$ cat src/rtl/mem_access_unit.sv
// Memory stage of a small pipeline: issues one dmem/imem access per memory op, stalls upstream
// while it is outstanding, and drives the M/W latch. Faults are flagged stickily until reset.
module mem_access_unit #(
    parameter logic [7:0] TIMEOUT = 8'd255
) (
    input  logic        clock,
    input  logic        reset,
    input  logic [31:0] oIn,
    input  logic [31:0] dIn,
    input  logic        wMemIn,
    input  logic        wImemIn,
    input  logic        wRegIn,
    input  logic        lwIn,
    input  logic        ilwIn,
    input  logic [4:0]  rdIn,
    input  logic [4:0]  rsIn,
    output logic        dmemReq,
    output logic        dmemWe,
    output logic [11:0] dmemAddr,
    output logic [31:0] dmemWdata,
    input  logic [31:0] dmemRdata,
    input  logic        dmemAck,
    output logic        imemReq,
    output logic        imemWe,
    output logic [11:0] imemAddr,
    output logic [31:0] imemWdata,
    input  logic [31:0] imemRdata,
    input  logic        imemAck,
    output logic        stall,
    output logic [31:0] oOut,
    output logic [31:0] dataOut,
    output logic [4:0]  rdOut,
    output logic        wRegOut,
    output logic        lwOut,
    output logic        memFault
);

    typedef enum logic [1:0] {StIdle, StAccess, StResp} state_e;

    state_e      state_q, state_d;
    logic [7:0]  cnt_q, cnt_d;
    logic [31:0] wdata_q, wdata_d;
    logic [31:0] rdata_q, rdata_d;
    logic        fault_q, fault_d;
    logic        mem_fault_q, mem_fault_d;
    logic [31:0] o_q, o_d, data_q, data_d;
    logic [4:0]  rd_q, rd_d;
    logic        wreg_q, wreg_d, lw_q, lw_d;

    // Decode with priority wImem > ilw > wMem > lw.
    logic mem_op, op_store, use_imem, in_range, ack_sel;
    logic [31:0] store_data, rdata_sel;

    assign mem_op    = wImemIn | ilwIn | wMemIn | lwIn;
    assign use_imem  = wImemIn | ilwIn;
    assign op_store  = wImemIn | (!ilwIn & wMemIn);
    assign in_range  = (oIn[31:12] == 20'd0);
    assign ack_sel   = use_imem ? imemAck : dmemAck;
    assign rdata_sel = use_imem ? imemRdata : dmemRdata;

    // Forward the value still sitting in the W stage if the store source matches it.
    assign store_data = (wreg_q && (rd_q == rsIn) && (rsIn != 5'd0)) ?
                        (lw_q ? data_q : o_q) : dIn;

    always_ff @(posedge clock or posedge reset) begin
        if (reset) begin
            state_q     <= StIdle;
            cnt_q       <= 8'd0;
            wdata_q     <= 32'd0;
            rdata_q     <= 32'd0;
            fault_q     <= 1'b0;
            mem_fault_q <= 1'b0;
            o_q         <= 32'd0;
            data_q      <= 32'd0;
            rd_q        <= 5'd0;
            wreg_q      <= 1'b0;
            lw_q        <= 1'b0;
        end else begin
            state_q     <= state_d;
            cnt_q       <= cnt_d;
            wdata_q     <= wdata_d;
            rdata_q     <= rdata_d;
            fault_q     <= fault_d;
            mem_fault_q <= mem_fault_d;
            o_q         <= o_d;
            data_q      <= data_d;
            rd_q        <= rd_d;
            wreg_q      <= wreg_d;
            lw_q        <= lw_d;
        end
    end

    always_comb begin
        state_d     = state_q;
        cnt_d       = cnt_q;
        wdata_d     = wdata_q;
        rdata_d     = rdata_q;
        fault_d     = fault_q;
        mem_fault_d = mem_fault_q;
        o_d         = o_q;
        data_d      = data_q;
        rd_d        = rd_q;
        wreg_d      = wreg_q;
        lw_d        = lw_q;
        unique case (state_q)
            StIdle: begin
                if (!mem_op) begin
                    o_d    = oIn;
                    rd_d   = rdIn;
                    wreg_d = wRegIn;
                    lw_d   = lwIn;
                    data_d = 32'd0;
                end else begin
                    wreg_d  = 1'b0;
                    lw_d    = 1'b0;
                    cnt_d   = 8'd0;
                    wdata_d = store_data;
                    if (in_range) begin
                        fault_d = 1'b0;
                        state_d = StAccess;
                    end else begin
                        fault_d     = 1'b1;
                        mem_fault_d = 1'b1;
                        rdata_d     = 32'd0;
                        state_d     = StResp;
                    end
                end
            end
            StAccess: begin
                if (ack_sel) begin
                    rdata_d = op_store ? 32'd0 : rdata_sel;
                    state_d = StResp;
                end else if (cnt_q == TIMEOUT - 8'd1) begin
                    fault_d     = 1'b1;
                    mem_fault_d = 1'b1;
                    rdata_d     = 32'd0;
                    state_d     = StResp;
                end else begin
                    cnt_d = cnt_q + 8'd1;
                end
            end
            StResp: begin
                o_d     = oIn;
                rd_d    = rdIn;
                wreg_d  = wRegIn & !op_store & !fault_q;
                lw_d    = lwIn | ilwIn;
                data_d  = rdata_q;
                state_d = StIdle;
            end
            default: state_d = StIdle;
        endcase
    end

    // Stall depends only on state and the op decode, never on the acks.
    always_comb begin
        stall   = 1'b0;
        dmemReq = 1'b0;
        dmemWe  = 1'b0;
        imemReq = 1'b0;
        imemWe  = 1'b0;
        unique case (state_q)
            StIdle:   stall = mem_op;
            StAccess: begin
                stall   = 1'b1;
                dmemReq = !use_imem;
                imemReq = use_imem;
                dmemWe  = !use_imem & op_store;
                imemWe  = use_imem & op_store;
            end
            default:  stall = 1'b0;
        endcase
    end

    assign dmemAddr  = oIn[11:0];
    assign imemAddr  = oIn[11:0];
    assign dmemWdata = wdata_q;
    assign imemWdata = wdata_q;
    assign oOut      = o_q;
    assign dataOut   = data_q;
    assign rdOut     = rd_q;
    assign wRegOut   = wreg_q;
    assign lwOut     = lw_q;
    assign memFault  = mem_fault_q;

endmodule

$ cat config.mk
export PLATFORM = sky130hd
export DESIGN_NAME = mem_access_unit
export DESIGN_NICKNAME = d
export VERILOG_FILES = /design/src/rtl/mem_access_unit.sv
export SDC_FILE = /design/constraint.sdc
export NUM_CORES = 1
export LEC_CHECK = 0
export CORE_MARGIN = 8
export CORE_UTILIZATION = 43
export DETAILED_ROUTE_END_ITERATION = 10
export PLACE_DENSITY = 0.81
export SYNTH_ARGS = -nofsm -noshare
export SYNTH_HDL_FRONTEND = slang
export SYNTH_SLANG_ARGS = --single-unit
$ cat constraint.sdc
create_clock -name clock -period 6.3 [get_ports clock]
set_clock_uncertainty 0.15 [all_clocks]
set_input_delay 0.63 -clock clock [delete_from_list [all_inputs] [get_ports clock]]
set_output_delay 0.63 -clock clock [all_outputs]
set_load 0.02 [all_outputs]
==> out/qor.yml <==
setup_tns_ps: 0
syn_area_sq_um: 7350
htree_levels: 4
area_growth_pct: 47.5
fp.dieH_um: 147
die_area_sq_um: 21500
clock_sinks: 147
hold_violations: 0
clk_pin_slew_worst_paths_ps: 60
hold_ws_ps: 338
synth_top_area_cell: "dfrtp_1"
antenna_cells: 0
cts_setup_buffers: 0
antenna_found_initial: 0
ys_types: 41
cp.arrival_ps: 2840
cts_root_buffer: "clkbuf_16"
num_vias: 5582
drtAntennaViolNets: 0
hold_path_class: "flop to flop"
internal_power_mw: 2.32
avgSynthCellArea_sq_um: 12.3
port_buffers: 311
path_cells: "clkdlybuf4s50_1 > nor2_8 > and3_1 > clkdlybuf4s50_1"
r2r.worst_path.cells: 3
reg2reg_to: "oOut[5]$_DFFE_PP0P_"
async_flop_share_pct: 100
period_needed_ps: 3620
holdBufCountCts: 0
finalCritPeriodShare_pct: 57.4
slew_headroom_pct: 23.0
routed_wl_um: 22700
pwr-share-seq_pct: 34.8
critical_path.top_delay_family: "buffers and inverters"
drive_gt1_share_pct: 17.2
cpMostUsedCell: "clkdlybuf4s50_1"
clkPwrFrac_pct: 32.9
syn_inst: 600
maxSlewViolCount: 0
worstHoldPathCells: 1
crit_start: "ilwIn"
ys_ff_latch: 147
nets: 986
p_leak_nw: 4.38
swShare_pct: 30.9
cts_buffer_depth: 2
track_usage_pct: 20.8
crit_path_max_incr_delay_ps: 720
clock_latency_ps: 420
cts_made_buffers: 17
yosysWarningCount: 0
max_cap_viol_count: 0
seq_area_frac_synth_pct: 50.0
start_util_pct: 43.3
worstSetupStartpointType: "input port"
endpoint: "dmemWe"
fmax_mhz: 276
outcome: "finished, final reports clean"
grt_pass1_vias: 5951
drc: 0
grt_max_degree: 93
first_pass_iters: 5
cpMaxStageDelayCell: "nor2_8"
core_area_sq_um: 17000
p_sw_mw: 1.04
critPathCaptureType: "output port"
cts_tree: "done"
grt_pass1_wl_um: 35000
drt-vias-per-instance: 5.19
tightest_slew_ps: 1150
cts_resized: 0
cp_max_fo: 35
r2r_start: "state_q[1]$_DFFE_PP0P_"
hold_start: "rdata_q[0]$_DFFE_PP0P_"
rsz0062_at_grt: "false"
die_x_um: 147
cp_num_buf_inv: 2
synth_nets: 749
synth_edf_count: 0
critPathKind: "input port to output port"
row_count: 48
wl_per_cell_um: 21.1
r2r_slack_ps: 3500
io_pins: 312
drtIter0Drc: 308
worstPathRequired_ps: 5520
setup_violations: 0
cp.depth: 4
yosys.area.top_type_share_pct: 50.0
powerDensity_nw_per_um2: 310
hpwlAfterDp_um: 16600
synthFlopType: "dfrtp_1"
synth_area_leaders: "dfrtp_1 (50%), mux2_2 (11%), mux2i_1 (9.0%)"
overflow: 0
irDropWorstVdd_uv: 196
gp_congestion: 0.793
combPwrFrac_pct: 32.2
## layer usage
metal / part of all wire [%] / GRT usage (%) / vias up / routed length [um]
met4: 1.9 / 6.96 / 0 / 429
met1: 42 / 25.1 / 2774 / 9610
li1: - / - / 2597 / -
met3: 5.4 / 5.60 / 25 / 1220
met5: 0 / 0 / - / 0
met2: 50 / 35.4 / 186 / 11400
## logic make-up after synthesis
logic type	count (synthesis)	share of synthesized area, %
xor gates and xnor gates	4	0.476
muxes	135	19.6
buffers and inverters	100	8.59
adders and majority gates	2	0.340
AOI/OAI and AO/OA	122	14.6
and+or+nand+nor	90	6.37
DFF	147	50.0
## how the worst min path moves through the flow
stage | slack, ps | end
floorplan | 310 | rdata_q[0]$_DFFE_PP0P_
global placement | 330 | rdata_q[0]$_DFFE_PP0P_
detailed placement | 320 | memFault$_DFFE_PP0P_
CTS | 340 | rdata_q[0]$_DFFE_PP0P_
global route | 360 | rdata_q[0]$_DFFE_PP0P_
finish | 340 | rdata_q[0]$_DFFE_PP0P_
## synthesized netlist by cell type, types with 3 or more instances
cell type and instances:
mux2_2 69, or4_1 3, clkbuf_1 20, a21oi_1 6, a22o_1 32, nand2b_1 5
nor4_1 4, o21ai_0 41, nand2_1 41, mux2i_1 66, xnor2_1 4, buf_6 3
buf_4 57, nand4_1 3, nor2b_1 3, nand3_1 4, inv_1 3, buf_2 16
o2bb2ai_2 30, or3_1 6, nor2_1 10, dfrtp_1 147, o41ai_1 3
## worst register-to-register path, cell delays in order (launching register included)
cell      delay, ps
dfrtp_1         600
o21bai_4       1000
buf_4           540
mux2_2          400
## state kept, by name, summed over array words and instances, names as in the netlist
register and cells:
dataOut 32, dmemWdata 32, oOut 32, rdata_q 32, cnt_q 8, rdOut 5, state_q 2, fault_q 1
lwOut 1, memFault 1, wRegOut 1
## area by class of cell
type | count | area [sq um]
tap | 225 | 282
sequential | 147 | 3680
inverter | 3 | 16.3
fill | 1341 | 6150
clock inverter | 9 | 148
multi-input combinational | 353 | 3070
timing repair buffer | 315 | 3140
clock buffer | 23 | 508
## metrics by stage
stage          cell area (sq um)  utilization (%)  power (mW)  setup slack (ps)  instances
6_report                   10800             63.8        3.36              2680       1075
5_1_grt                    10800             63.8        3.50              2550       1075
4_1_cts                    10800             63.8        3.39              2670       1075
3_5_place_dp               10200             60.0        2.28              2320       1043
3_3_place_gp               10200             60.0        2.26              2450       1043
2_1_floorplan               7350                -        1.79              1570        600
## power groups by stage
stage | Combinational, mW | Clock, mW | Sequential [mW]
3_5_place_dp | 1.09 | 0 | 1.19
6_report | 1.08 | 1.11 | 1.17
2_1_floorplan | 0.494 | 0 | 1.30
3_3_place_gp | 1.08 | 0 | 1.18
5_1_grt | 1.14 | 1.17 | 1.19
4_1_cts | 1.10 | 1.13 | 1.17
## cell usage in the layout (no fill, tap or decap), drive strengths merged, types with 2 or more instances in the layout
master	count
clkdlybuf4s50	311
dfrtp	147
mux2	69
mux2i	66
nand2	41
o21ai	41
a22o	32
o2bb2ai	32
clkbuf	23
nor2	11
a21oi	6
or3	6
nor4	6
nand2b	5
xnor2	4
nand3	4
clkinv	4
bufinv	4
buf	4
o41ai	3
or4	3
nand4	3
inv	3
nor2b	3
nor3	2
a31oi	2
nor3b	2
ha	2
(Power assumes the default switching activity.)
